--- src/rtl/keypad_encoder.sv ---
// keypad_encoder: microwave keypad front end.
// Synchronises 12 raw, bouncing button lines, debounces both press and
// release, and emits exactly one single-cycle pulse per accepted press as
// both a one-hot vector (key_pulse) and a binary index (key_code).
// Index 0-9 are digits, 10 is "inicia", 11 is "cancela".

// keypad_sync_bit: two-flop synchroniser for one raw button line.
module keypad_sync_bit (
  input  logic clk,
  input  logic rst,
  input  logic d,
  output logic q
);

  logic meta;

  // Two back-to-back flops; only q is ever used by downstream logic.
  always_ff @(posedge clk or posedge rst) begin
    if (rst) begin
      meta <= 1'b0;
      q    <= 1'b0;
    end else begin
      meta <= d;
      q    <= meta;
    end
  end

endmodule

// keypad_encoder: per-key synchronisers feeding one shared debounce FSM.
module keypad_encoder #(
  parameter int DB_CYC = 16,   // cycles a level must be stable to be accepted
  parameter int CNT_W  = 16    // debounce counter width, 2**CNT_W > DB_CYC
) (
  input  logic        clk,
  input  logic        rst,
  input  logic [11:0] key_raw,
  output logic [11:0] key_pulse,
  output logic        key_valid,
  output logic [3:0]  key_code,
  output logic        busy
);

  localparam int NUM_KEYS = 12;
  localparam int IDX_W    = 4;

  // Last count value before acceptance; cnt never goes beyond this.
  localparam logic [CNT_W-1:0] CNT_LAST = CNT_W'(DB_CYC - 1);

  localparam logic [1:0] IDLE     = 2'd0;
  localparam logic [1:0] PRESS_DB = 2'd1;
  localparam logic [1:0] HELD     = 2'd2;
  localparam logic [1:0] REL_DB   = 2'd3;

  // Everything the FSM carries from cycle to cycle.
  typedef struct packed {
    logic [1:0]       st;
    logic [IDX_W-1:0] idx;
    logic [CNT_W-1:0] cnt;
  } fsm_t;

  logic [NUM_KEYS-1:0] ks;        // synchronised key levels
  fsm_t                fsm_q;
  fsm_t                fsm_d;
  logic                accept;    // debounce of a press completes this cycle
  logic                ks_zero;
  logic                ks_onehot;
  logic [IDX_W-1:0]    ks_idx;
  logic [NUM_KEYS-1:0] idx_mask;  // one-hot of the captured key

  // ---------------------------------------------------------------------------
  // Per-key synchronisers
  // ---------------------------------------------------------------------------
  for (genvar i = 0; i < NUM_KEYS; i++) begin : g_sync
    keypad_sync_bit u_sync (
      .clk (clk),
      .rst (rst),
      .d   (key_raw[i]),
      .q   (ks[i])
    );
  end

  // ---------------------------------------------------------------------------
  // Key vector decode
  // ---------------------------------------------------------------------------

  // Binary index of a one-hot vector. Bits are OR-ed rather than
  // priority-encoded: the result is only used when exactly one bit is set,
  // so no key is ever favoured over another.
  function automatic logic [IDX_W-1:0] enc_onehot(input logic [NUM_KEYS-1:0] v);
    logic [IDX_W-1:0] code;
    code = '0;
    for (int i = 0; i < NUM_KEYS; i++) begin
      if (v[i]) code = code | IDX_W'(i);
    end
    return code;
  endfunction

  // Classify the synchronised key vector: none, exactly one, or several.
  always_comb begin
    ks_zero   = (ks == '0);
    ks_onehot = !ks_zero && ((ks & (ks - NUM_KEYS'(1))) == '0);
    ks_idx    = enc_onehot(ks);
    idx_mask  = NUM_KEYS'(1) << fsm_q.idx;
  end

  // ---------------------------------------------------------------------------
  // Debounce FSM
  // ---------------------------------------------------------------------------

  // Next-state logic. cnt is cleared on every state entry and stops at
  // CNT_LAST, where the state always changes, so it can never wrap.
  always_comb begin
    fsm_d  = fsm_q;
    accept = 1'b0;
    case (fsm_q.st)
      IDLE: begin
        // Two or more keys together are ignored outright.
        if (ks_onehot) begin
          fsm_d.st  = PRESS_DB;
          fsm_d.idx = ks_idx;
          fsm_d.cnt = '0;
        end
      end
      PRESS_DB: begin
        if (ks == idx_mask) begin
          if (fsm_q.cnt == CNT_LAST) begin
            accept    = 1'b1;
            fsm_d.st  = HELD;
            fsm_d.cnt = '0;
          end else begin
            fsm_d.cnt = fsm_q.cnt + CNT_W'(1);
          end
        end else begin
          // Bounce, early release or a second key: drop the press silently.
          fsm_d.st  = IDLE;
          fsm_d.cnt = '0;
        end
      end
      HELD: begin
        // No auto-repeat; extra keys while held are ignored until all are up.
        if (ks_zero) begin
          fsm_d.st  = REL_DB;
          fsm_d.cnt = '0;
        end
      end
      REL_DB: begin
        if (ks_zero) begin
          if (fsm_q.cnt == CNT_LAST) begin
            fsm_d.st  = IDLE;
            fsm_d.cnt = '0;
          end else begin
            fsm_d.cnt = fsm_q.cnt + CNT_W'(1);
          end
        end else begin
          // Release bounce goes back to HELD, never through IDLE, so it
          // cannot produce a second pulse.
          fsm_d.st  = HELD;
          fsm_d.cnt = '0;
        end
      end
      default: begin
        fsm_d.st  = IDLE;
        fsm_d.cnt = '0;
      end
    endcase
  end

  // FSM state register.
  always_ff @(posedge clk or posedge rst) begin
    if (rst) begin
      fsm_q.st  <= IDLE;
      fsm_q.idx <= '0;
      fsm_q.cnt <= '0;
    end else begin
      fsm_q <= fsm_d;
    end
  end

  // ---------------------------------------------------------------------------
  // Registered outputs
  // ---------------------------------------------------------------------------

  // Pulse outputs are high only in the cycle after acceptance; key_code
  // holds the last accepted key until the next one.
  always_ff @(posedge clk or posedge rst) begin
    if (rst) begin
      key_pulse <= '0;
      key_valid <= 1'b0;
      key_code  <= '0;
    end else begin
      key_pulse <= accept ? idx_mask : '0;
      key_valid <= accept;
      if (accept) key_code <= fsm_q.idx;
    end
  end

  // busy tracks the state register cycle-for-cycle (registered off the
  // next state so it lines up with the state itself, not a cycle later).
  always_ff @(posedge clk or posedge rst) begin
    if (rst) busy <= 1'b0;
    else     busy <= (fsm_d.st != IDLE);
  end

endmodule

--- config.mk ---
export PLATFORM = sky130hd
export DESIGN_NAME = keypad_encoder
export DESIGN_NICKNAME = d
export VERILOG_FILES = /design/src/rtl/keypad_encoder.sv
export SDC_FILE = /design/constraint.sdc
export NUM_CORES = 1
export LEC_CHECK = 0
export CAP_MARGIN = 20
export CORE_ASPECT_RATIO = 0.75
export CORE_MARGIN = 10
export CORE_UTILIZATION = 46
export CTS_CLUSTER_SIZE = 40
export DETAILED_ROUTE_END_ITERATION = 7
export PLACE_DENSITY = 0.76
export SLEW_MARGIN = 40
export SYNTH_ARGS = -nofsm -noshare
export SYNTH_HDL_FRONTEND = slang
export SYNTH_SLANG_ARGS = --single-unit
export TNS_END_PERCENT = 20
--- constraint.sdc ---
create_clock -name clk -period 2.87 [get_ports clk]
set_input_delay 0.4305 -clock clk [delete_from_list [all_inputs] [get_ports clk]]
set_output_delay 0.4305 -clock clk [all_outputs]
set_load 0.05 [all_outputs]
* After elaboration in Yosys (flattened, before gate mapping) *
Index checks and enable logic that the tools add are counted.

storage, ports and cells
  output and inout port bits = 18
  bits of input ports = 14
  word-level logic and storage cells = 77
  flip-flop bits (word level) = 64

cells by class
  eq/ne operators = 7
  multiplexer cells = 27
  reductions and logical operators = 8
  shift-type cells = 1
  $add $sub $neg = 2
  bitwise gates (word level) = 1

operators with widths
  cell                     number
  $mux W16                 4
  $pmux W16 S4             1
  $logic_not A12 Y1        2
  $mux W22                 1
  $add A16 B1 Y16 const B  1
  $eq A16 B4 Y1 const B    1
  $mux W4                  4
  $mux W2                  7
  $and A12 B12 Y12         1
  $eq A12 B12 Y1           1
  $mux W12                 1
  $mux W3                  4
  $shl A1 B4 Y12 const A   1
  $sub A12 B1 Y12 const B  1
  $pmux W2 S4              1
  $eq A2 B2 Y1 const B     2
  $mux W1                  4
  $ne A2 B2 Y1 const B     2
  $reduce_and A2 Y1        2
  $eq A2 B1 Y1 const B     1
  $logic_not A2 Y1         1
  $reduce_bool A2 Y1       1
  $logic_and A1 B1 Y1      1
  $logic_not A1 Y1         1

* Longest topological paths before layout *
Gate-level depths: netlist of the first run.

  depth after elaboration = 14
  mapped depth = 11
  mapped depth without buffers = 7

* Modules after synthesis *
From an unflattened synthesis of the first run, not the netlist that was laid out.

second synthesis, totals
  cells, all modules = 305
  area total of the unflattened synthesis = 3050.4 µm²

modules (own cells, without submodules)
  module           cells each  instances  area each (µm²)
  keypad_encoder   269         1          2404.8
  keypad_sync_bit  3           12         53.8

* Worst setup path after synthesis of the first run *
OpenSTA, ideal clock, no wires.

  path kind = register -> register
  start = register fsm_q[19] in the netlist's numbering
  end = register key_pulse[1]
  data arrival time = 2427 ps
  setup slack = 362 ps
  library setup time = 81 ps
  buffers on the path = 3
  clock period less this slack = 2508 ps
  required time = 2789 ps
  stages on the path, launching flop included = 10
  path through = dfrtp_1 or3_1 a211oi_2 o221ai_2 or4_1 buf_2 or2_1 buf_6 buf_6 nor3_2

between the ends
  word-level cells in the longest chain between the ends = 5

ends and longest elaborated chain
  element                 line  source
  from (decl)             63    fsm_t fsm_q;
  from (signal assigned)  176   fsm_q <= fsm_d;
  $shl A1 B4 Y12 *        104   idx_mask = NUM_KEYS'(1) << fsm_q.idx;
  $eq A12 B12 Y1          126   if (ks == idx_mask) begin
  $mux W1                 126
  $mux W1                 116   case (fsm_q.st)
  $mux W12 *              192   key_pulse <= accept ? idx_mask : '0;
  to (signal assigned)    192
  to (decl)               38    output logic [11:0] key_pulse,

Mark *: on every way between the ends. The rest lies on a longest branch, timed or not.
A chain may end at the register's enable or synchronous reset.

* Worst setup path in the final report of the first run *
  start = register fsm_q[17] in the netlist's numbering
  end = register key_pulse[10]

The elaborated chain is that of the path after synthesis.

==> results.md, run 1 <==
| Parameter | Reported | Unit |
|---|---|---|
| Clock sinks | 64 | - |
| Largest vdd supply drop | 0.338 | mV |
| Synth unique cells | 57 | - |
| Asr flop ratio synth | 1.00 | - |
| Number of antenna violations at the first check in global routing | 0 | - |
| Maximum fanout count along the critical path | 14 | - |
| Minimum clock period | 2.65 | ns |
| Antenna diode count | 0 | - |
| Status | finished clean | - |
| Worst Hold Class | reg -> reg | - |
| Remaining DRCs | 0 | - |
| Hold Violations, Final | 0 | - |
| Number of buffers created by CTS | 9 | - |
| Area fraction of the dominant cell type after synthesis | 0.528 | - |
| Worst Max-Slew Pin Slew | 0.660 | ns |
| Reg-to-reg setup timing slack | 0.22 | ns |
| Critical path's largest stage delay | 0.57 | ns |
| Worst R2R End | key_pulse[10]$_DFF_PP0_ | - |
| Ratio of cells with drive above 1 in the final layout | 0.158 | - |
| Die Span Y | 90.3 | µm |
| Final Core Density | 0.580 | - |
| Worst endpoint data arrival time | 2.90 | ns |
| Area of the core | 6350 | µm² |
| Critical Path Most Common Cell | buf_4 | - |
| Crit path capture | key_pulse[10]$_DFF_PP0_ | - |
| Synth Warn # | 0 | - |
| Mean Syn Cell Area | 10.2 | µm² |
| Overall via count from detail_route | 2,484 | - |
| Peak clock frequency supported by timing | 378 | MHz |
| Top-count cell post-synth | dfrtp_1 | - |
| First-pass GRT wire length | 11,600 | µm |
| Buffer cell driving the clock tree root | clkbuf_8 | - |
| Lkg Pwr | 1.48 | nW |
| Pwr/cell area | 508 | nW/µm² |
| Final standard cell count with taps included and fillers excluded | 423 | - |
| Number of standard-cell rows in the floorplan | 25 | - |
| Total standard cell area after synthesis | 3030 | µm² |
| Most used standard cells in the synthesized netlist | dfrtp_1, nand2_1, nand3_1, nor2_1 | - |
| Drt wl/cell | 16.2 | µm |
| Gpl congestion | 0.894 | - |
| Slack of the critical path | 0.222 | ns |
| Initial Utilization | 0.477 | - |
| Global-route usage over all layers | 0.139 | - |
| Full die area | 10,300 | µm² |
| Number of vias per cell | 5.87 | - |
| Slowest library cell on the worst path | or4_1 | - |
| Post-synthesis sequential area ratio | 0.528 | - |
| Post-detailed-placement cell area | 3480 | µm² |
| Final setup vio count | 0 | - |
| Number of synthesized flops with an enable pin | 0 | - |
| Maximum number of buffers from clock root to sink | 2 | - |
| Post-route total power | 1.87 | mW |
| Aggregate negative setup slack | 0 | ns |
| Fin. max-slew vios | 0 | - |
| Clock tree skew after final layout | 0.00560 | ns |
| H-tree levels | 3 | - |
| Primary FF master, synth | dfrtp_1 | - |
| Largest net degree at the start of global routing | 65 | - |
| Post-synthesis net count | 312 | - |
| RSZ-0062 raised after global routing | no | - |
| Largest area contributor in the synthesized netlist | dfrtp_1 | - |
| Detailed Place HPWL | 4950 | µm |
| Total number of nets in the final design | 352 | - |
| Startpoint of the worst register-to-register path | fsm_q[17]$_DFFE_PP0P_ | - |
| Gate count after technology mapping | 297 | - |
| Dominant cells by area after synthesis | dfrtp_1, nand3_1, nor4_2, nand2_1, nor3_1 | - |
| Post-route antenna net violation count | 0 | - |
| Crit. End Element | register | - |
| Boundary Pins | 32 | - |
| Floorplan die width | 114 | µm |
| Classification of the worst setup path | reg -> reg | - |
| Critical Path Start Type | register | - |
| Total length of routed wires | 6860 | µm |
| Setup Slack @ Placement | 0.114 | ns |
| Layout Cell Area excl Fill | 3680 | µm² |
| Area growth from synthesis to layout | 21.4 | % |
| Register bit count reported by yosys | 64 | - |
| Relative slew margins | 0.556 | - |
| Insertion delay of the later-clocked pin in the worst-skew pair | 0.35 | ns |
| Number of cells traversed by the worst register-to-register path | 8 | - |
| Violation count after the first detailed-routing iteration | 142 | - |
| Via count of the first global-routing pass | 2,344 | - |
| Data required time at the worst endpoint | 3.12 | ns |
| Clock slew at reported path FFs | 0.07 | ns |
| Fin crit share | 0.923 | - |
| Port-buffer cells | 31 | - |
| Post-placement cell count | 407 | - |
| Cell-by-cell trace of the critical path | buf_4 > nor3b_1 > a211oi_1 > o2111ai_1 > or4_1 > or2_4 > buf_4 > nor4_2 | - |
| Remaining global-route overflow | 0 | - |
| CTS tree | done | - |
| Maximum Capacitance Violations | 0 | - |
| Number of iterations in the first detailed-routing pass | 4 | - |
| Critical path startpoint | fsm_q[17]$_DFFE_PP0P_ | - |
| Worst slack on hold paths | 0.351 | ns |
==> registers in the layout, summed over array words and instances, names as in the netlist <==
register / cells
g_sync.u_sync.meta: 12
key_pulse: 12
key_valid: 1
fsm_q: 22
g_sync.u_sync.q: 12
busy: 1
key_code: 4
==> worst min path at each step <==
stage / from / end / slack, ns / depth (start not counted)
6_report: g_sync[10].u_sync.meta$_DFF_PP0_ / g_sync[10].u_sync.q$_DFF_PP0_ / 0.35 / 0
5_1_grt: g_sync[10].u_sync.meta$_DFF_PP0_ / g_sync[10].u_sync.q$_DFF_PP0_ / 0.36 / 0
4_1_cts: g_sync[10].u_sync.meta$_DFF_PP0_ / g_sync[10].u_sync.q$_DFF_PP0_ / 0.35 / 0
3_5_place_dp: g_sync[10].u_sync.meta$_DFF_PP0_ / g_sync[10].u_sync.q$_DFF_PP0_ / 0.33 / 0
3_3_place_gp: g_sync[2].u_sync.meta$_DFF_PP0_ / g_sync[2].u_sync.q$_DFF_PP0_ / 0.33 / 0
2_1_floorplan: g_sync[0].u_sync.meta$_DFF_PP0_ / g_sync[0].u_sync.q$_DFF_PP0_ / 0.33 / 0
==> where the power goes <==
| part | internal [mW] | switching (mW) | leakage, nW | total [mW] |
|---|---|---|---|---|
| registers | 0.922 | 0.0286 | 0.838 | 0.951 |
| logic | 0.0566 | 0.0776 | 0.542 | 0.134 |
| clock network | 0.411 | 0.374 | 0.105 | 0.785 |
| total | 1.39 | 0.480 | 1.48 | 1.87 |
==> critical path: cells and delay by family, from the launching register on <==
| family | cells | cell delay, ns |
|---|---|---|
| flip-flops | 1 | 0.51 |
| AND/OR/NAND/NOR | 4 | 1.19 |
| buffers and inverters | 2 | 0.38 |
| AO/OA/AOI/OAI | 2 | 0.47 |
==> cells by family (layout without fill, tap and decap cells) <==
| group | count (synthesis) | count (layout) | share of synthesized area |
|---|---|---|---|
| and+or+nand+nor | 129 | 129 | 0.247 |
| xor gates and xnor gates | 3 | 3 | 0.00867 |
| buffers and inverters | 33 | 78 | 0.0516 |
| adders and majority gates | 1 | 1 | 0.00413 |
| muxes | 5 | 5 | 0.0173 |
| AOI/OAI and AO/OA | 62 | 62 | 0.143 |
| DFF | 64 | 64 | 0.528 |
==> cells in the final DEF (no fill, tap or decap), types with 4 or more instances in the layout <==
cell             Yosys  layout
a211oi_1             4       4
a21oi_1              6       6
a311oi_1             4       4
a31oi_1              4       4
buf_4                1      15
clkbuf_8             0       9
clkdlybuf4s50_1      0      31
dfrtp_1             64      64
inv_1               13      12
nand2_1             23      23
nand2b_1             5       5
nand3_1             23      23
nand4_1              5       5
nor2_1              16      16
nor3_1              13      13
nor4_1               9       9
nor4_2               7       7
o21ai_0             10      10
o21ai_1             11      11
o22ai_1              5       5
or3_1                4       4
==> cell type report <==
type                    instances  area, µm²
well taps                      81        101
clock inverters                 7       78.8
flip-flops and latches         64       1600
inverters                      15       56.3
clock buffers                   9        124
fillers                       568       2670
multi-input cells             200       1280
repair buffers                 47        443
==> timing repair <==
item,CTS,global route
resized for setup,0,1
hold buffers,0,0
setup endpoints to repair,0,12
buffers inserted,0,0
==> metal layers <==
| layer | track usage | up-vias | share of wire |
|---|---|---|---|
| met4 | 0.0538 | 0 | 0.0093 |
| met5 | 0 | - | 0 |
| met2 | 0.193 | 93 | 0.44 |
| li1 | - | 1189 | - |
| met1 | 0.184 | 1194 | 0.46 |
| met3 | 0.0604 | 8 | 0.095 |
(Power assumes the default switching activity.)
==> inputs of run 2 (changes only) <==
CELL_PAD_IN_SITES_DETAIL_PLACEMENT = 1   (was unset)
CELL_PAD_IN_SITES_GLOBAL_PLACEMENT = 2   (was unset)
CORE_UTILIZATION = 36   (was 46)
PLACE_DENSITY = 0.87   (was 0.76)
SETUP_SLACK_MARGIN = 0.1   (was unset)
==> run 2 against run 1 <==
Compared with the run above: setup slack got worse by 0.023 ns; clock skew rose by 0.0036 ns; cell count rose by 6.6%; sequential share of layout area fell by 2.1 points; hold slack got worse by 0.0055 ns; power rose by 21%; first-iteration DRC count rose by 2.8%; sequential cell count did not move; routed wire length rose by 18%; sequential power rose by 0.6%; count of clock-buffer cells in the layout rose by 1.
==> results.md, run 2 (synthesis results as in run 1) <==
| Parameter | Reported | Unit |
|---|---|---|
| Largest vdd supply drop | 0.428 | mV |
| Boundary Pins | 32 | - |
| Total number of nets in the final design | 356 | - |
| Maximum Capacitance Violations | 0 | - |
| Startpoint of the worst register-to-register path | fsm_q[17]$_DFFE_PP0P_ | - |
| Commonest cells after routing, fill and taps aside | dfrtp_1, clkdlybuf4s50_1, nand3_1, nand2_1, buf_4 | - |
| Number of flip-flops under the largest register name | 22 | - |
| Fin. max-slew vios | 0 | - |
| Post-route antenna net violation count | 0 | - |
| Number of buffers created by CTS | 9 | - |
| Detailed Place HPWL | 5910 | µm |
| Remaining global-route overflow | 0 | - |
| Classification of the worst setup path | reg -> reg | - |
| Gpl congestion | 0.847 | - |
| Via count of the first global-routing pass | 2,661 | - |
| H-tree levels | 3 | - |
| Switching share of total power | 0.222 | - |
| Buffers inserted by post-CTS timing repair | 0 | - |
| Crit. End Element | register | - |
| RSZ-0062 raised after global routing | yes | - |
| Clock slew at reported path FFs | 0.05 | ns |
| Insertion delay of the later-clocked pin in the worst-skew pair | 0.33 | ns |
| Ratio of cells with drive above 1 in the final layout | 0.176 | - |
| Worst Hold Class | reg -> reg | - |
| Die Span Y | 99.5 | µm |
| Hold Violations, Final | 0 | - |
| Number of inserted filler cells in the final layout | 918 | - |
| Cell Int Power | 1.76 | mW |
| Maximum number of buffers from clock root to sink | 2 | - |
| Peak clock frequency supported by timing | 374 | MHz |
| Worst R2R End | key_pulse[5]$_DFF_PP0_ | - |
| Number of cells traversed by the worst register-to-register path | 7 | - |
| Clock Power Share | 0.516 | - |
| Switching power total | 503 | µW |
| Violation count after the first detailed-routing iteration | 146 | - |
| Portion of total power attributed to sequential cells | 0.423 | - |
| Antenna diode count | 0 | - |
| Total length of routed wires | 8110 | µm |
| Initial Utilization | 0.376 | - |
| Floorplan die width | 126 | µm |
| Sequential cell area | 1600 | µm² |
| Area of the core | 8060 | µm² |
| Global-route usage over all layers | 0.135 | - |
| CTS tree | done | - |
| Fin crit share | 0.931 | - |
| Full die area | 12,500 | µm² |
| Port-buffer cells | 31 | - |
| Buffer cell driving the clock tree root | clkbuf_16 | - |
| Final Core Density | 0.481 | - |
| Reg-to-reg setup timing slack | 0.20 | ns |
| Remaining DRCs | 0 | - |
| First-pass GRT wire length | 13,800 | µm |
| Pwr/cell area | 585 | nW/µm² |
| Number of standard-cell rows in the floorplan | 28 | - |
| Drt wl/cell | 18.0 | µm |
| Relative slew margins | 0.518 | - |
| Start point of the worst min-delay path | g_sync[0].u_sync.meta$_DFF_PP0_ | - |
| Total area of multi-input combinational cells | 1290 | µm² |
| Most common library cell in the layout ignoring fill and taps | dfrtp_1 | - |
| Worst Max-Slew Pin Slew | 0.717 | ns |
| Maximum fanout count along the critical path | 12 | - |
| Clock sinks | 64 | - |
| Aggregate negative setup slack | 0 | ns |
| Overall via count from detail_route | 2,517 | - |
| Clock tree skew after final layout | 0.00916 | ns |
| Number of vias per cell | 5.58 | - |
| Lkg Pwr | 1.55 | nW |
| Data required time at the worst endpoint | 3.10 | ns |
| Register name with the most flops | fsm_q | - |
| Minimum clock period | 2.67 | ns |
| Number of cells on the worst hold path | 0 | - |
| Final setup vio count | 0 | - |
| Critical Path Start Type | register | - |
| Number of iterations in the first detailed-routing pass | 4 | - |
| Hold worst-path end | g_sync[0].u_sync.q$_DFF_PP0_ | - |
| Number of antenna violations at the first check in global routing | 0 | - |
| Status | finished clean | - |
| Area growth from synthesis to layout | 27.8 | % |
| Worst endpoint data arrival time | 2.90 | ns |
| Power share of the combinational group | 0.062 | - |
| Largest net degree at the start of global routing | 37 | - |
## run 2: changes by cell type in the layout (fill, tap and decap cells not counted), moves of 2 or more
cell       before  now
clkinv_2        1    3
clkinv_4        2    0
nor4_2          7    9
buf_4          15   19
clkbuf_8        9    1
clkbuf_16       0    9
inv_6           3    0
nor4_1          9    7
## run 2: final cells by class
type	count	area share
Clock buffer	10	0.0617
Clock inverter	6	0.0213
Inverter	15	0.0145
Multi-Input combinational cell	200	0.333
Sequential cell	64	0.414
Tap cell	105	0.0339
Timing Repair Buffer	51	0.122
## run 2: metal layers
| metal | vias up | global-route usage | part of all wire |
|---|---|---|---|
| li1 | 1192 | - | - |
| met1 | 1260 | 0.173 | 0.48 |
| met2 | 53 | 0.201 | 0.44 |
| met3 | 12 | 0.0509 | 0.064 |
| met4 | 0 | 0.0550 | 0.014 |
| met5 | - | 0 | 0 |
## run 2: repair_timing
item	in CTS	in global routing
setup endpoints to repair	6	13
gates cloned	0	0
hold buffers	0	0
pin swaps	0	0
gates resized for setup	2	2
## run 2: worst max-delay path by stage
stage	start	to	depth (start not counted)
2_1_floorplan	fsm_q[19]$_DFFE_PP0P_	key_pulse[1]$_DFF_PP0_	9
3_3_place_gp	fsm_q[16]$_DFFE_PP0P_	key_pulse[1]$_DFF_PP0_	7
3_5_place_dp	fsm_q[16]$_DFFE_PP0P_	key_pulse[9]$_DFF_PP0_	6
4_1_cts	fsm_q[17]$_DFFE_PP0P_	key_pulse[10]$_DFF_PP0_	7
5_1_grt	fsm_q[17]$_DFFE_PP0P_	key_pulse[2]$_DFF_PP0_	7
6_report	fsm_q[17]$_DFFE_PP0P_	key_pulse[5]$_DFF_PP0_	7
## run 2: through the flow
step	power, mW	cells	setup slack, ns	cell area (µm²)	hold WS (ns)
2_1_floorplan	1.05	297	0.362	3030	0.331
3_3_place_gp	1.11	435	0.169	3540	0.332
3_5_place_dp	1.11	435	0.0698	3540	0.336
4_1_cts	2.29	451	0.0776	3860	0.343
5_1_grt	2.36	451	0.0264	3870	0.352
6_report	2.26	451	0.198	3870	0.345
## run 2: power by group through the flow
stage	clock network, mW	registers, mW	logic [mW]
finish	1.17	0.957	0.140
global route	1.24	0.960	0.156
CTS	1.19	0.957	0.140
detailed placement	0	0.972	0.139
global placement	0	0.969	0.136
floorplan	0	0.951	0.0973
## run 2: worst max-delay path, cell delays in order (launching register included)
cell      delay [ns]
dfrtp_1         0.50
or3_1           0.41
a211oi_2        0.27
o221ai_2        0.17
or4_1           0.56
or2_4           0.34
buf_4           0.19
nor4_2          0.14
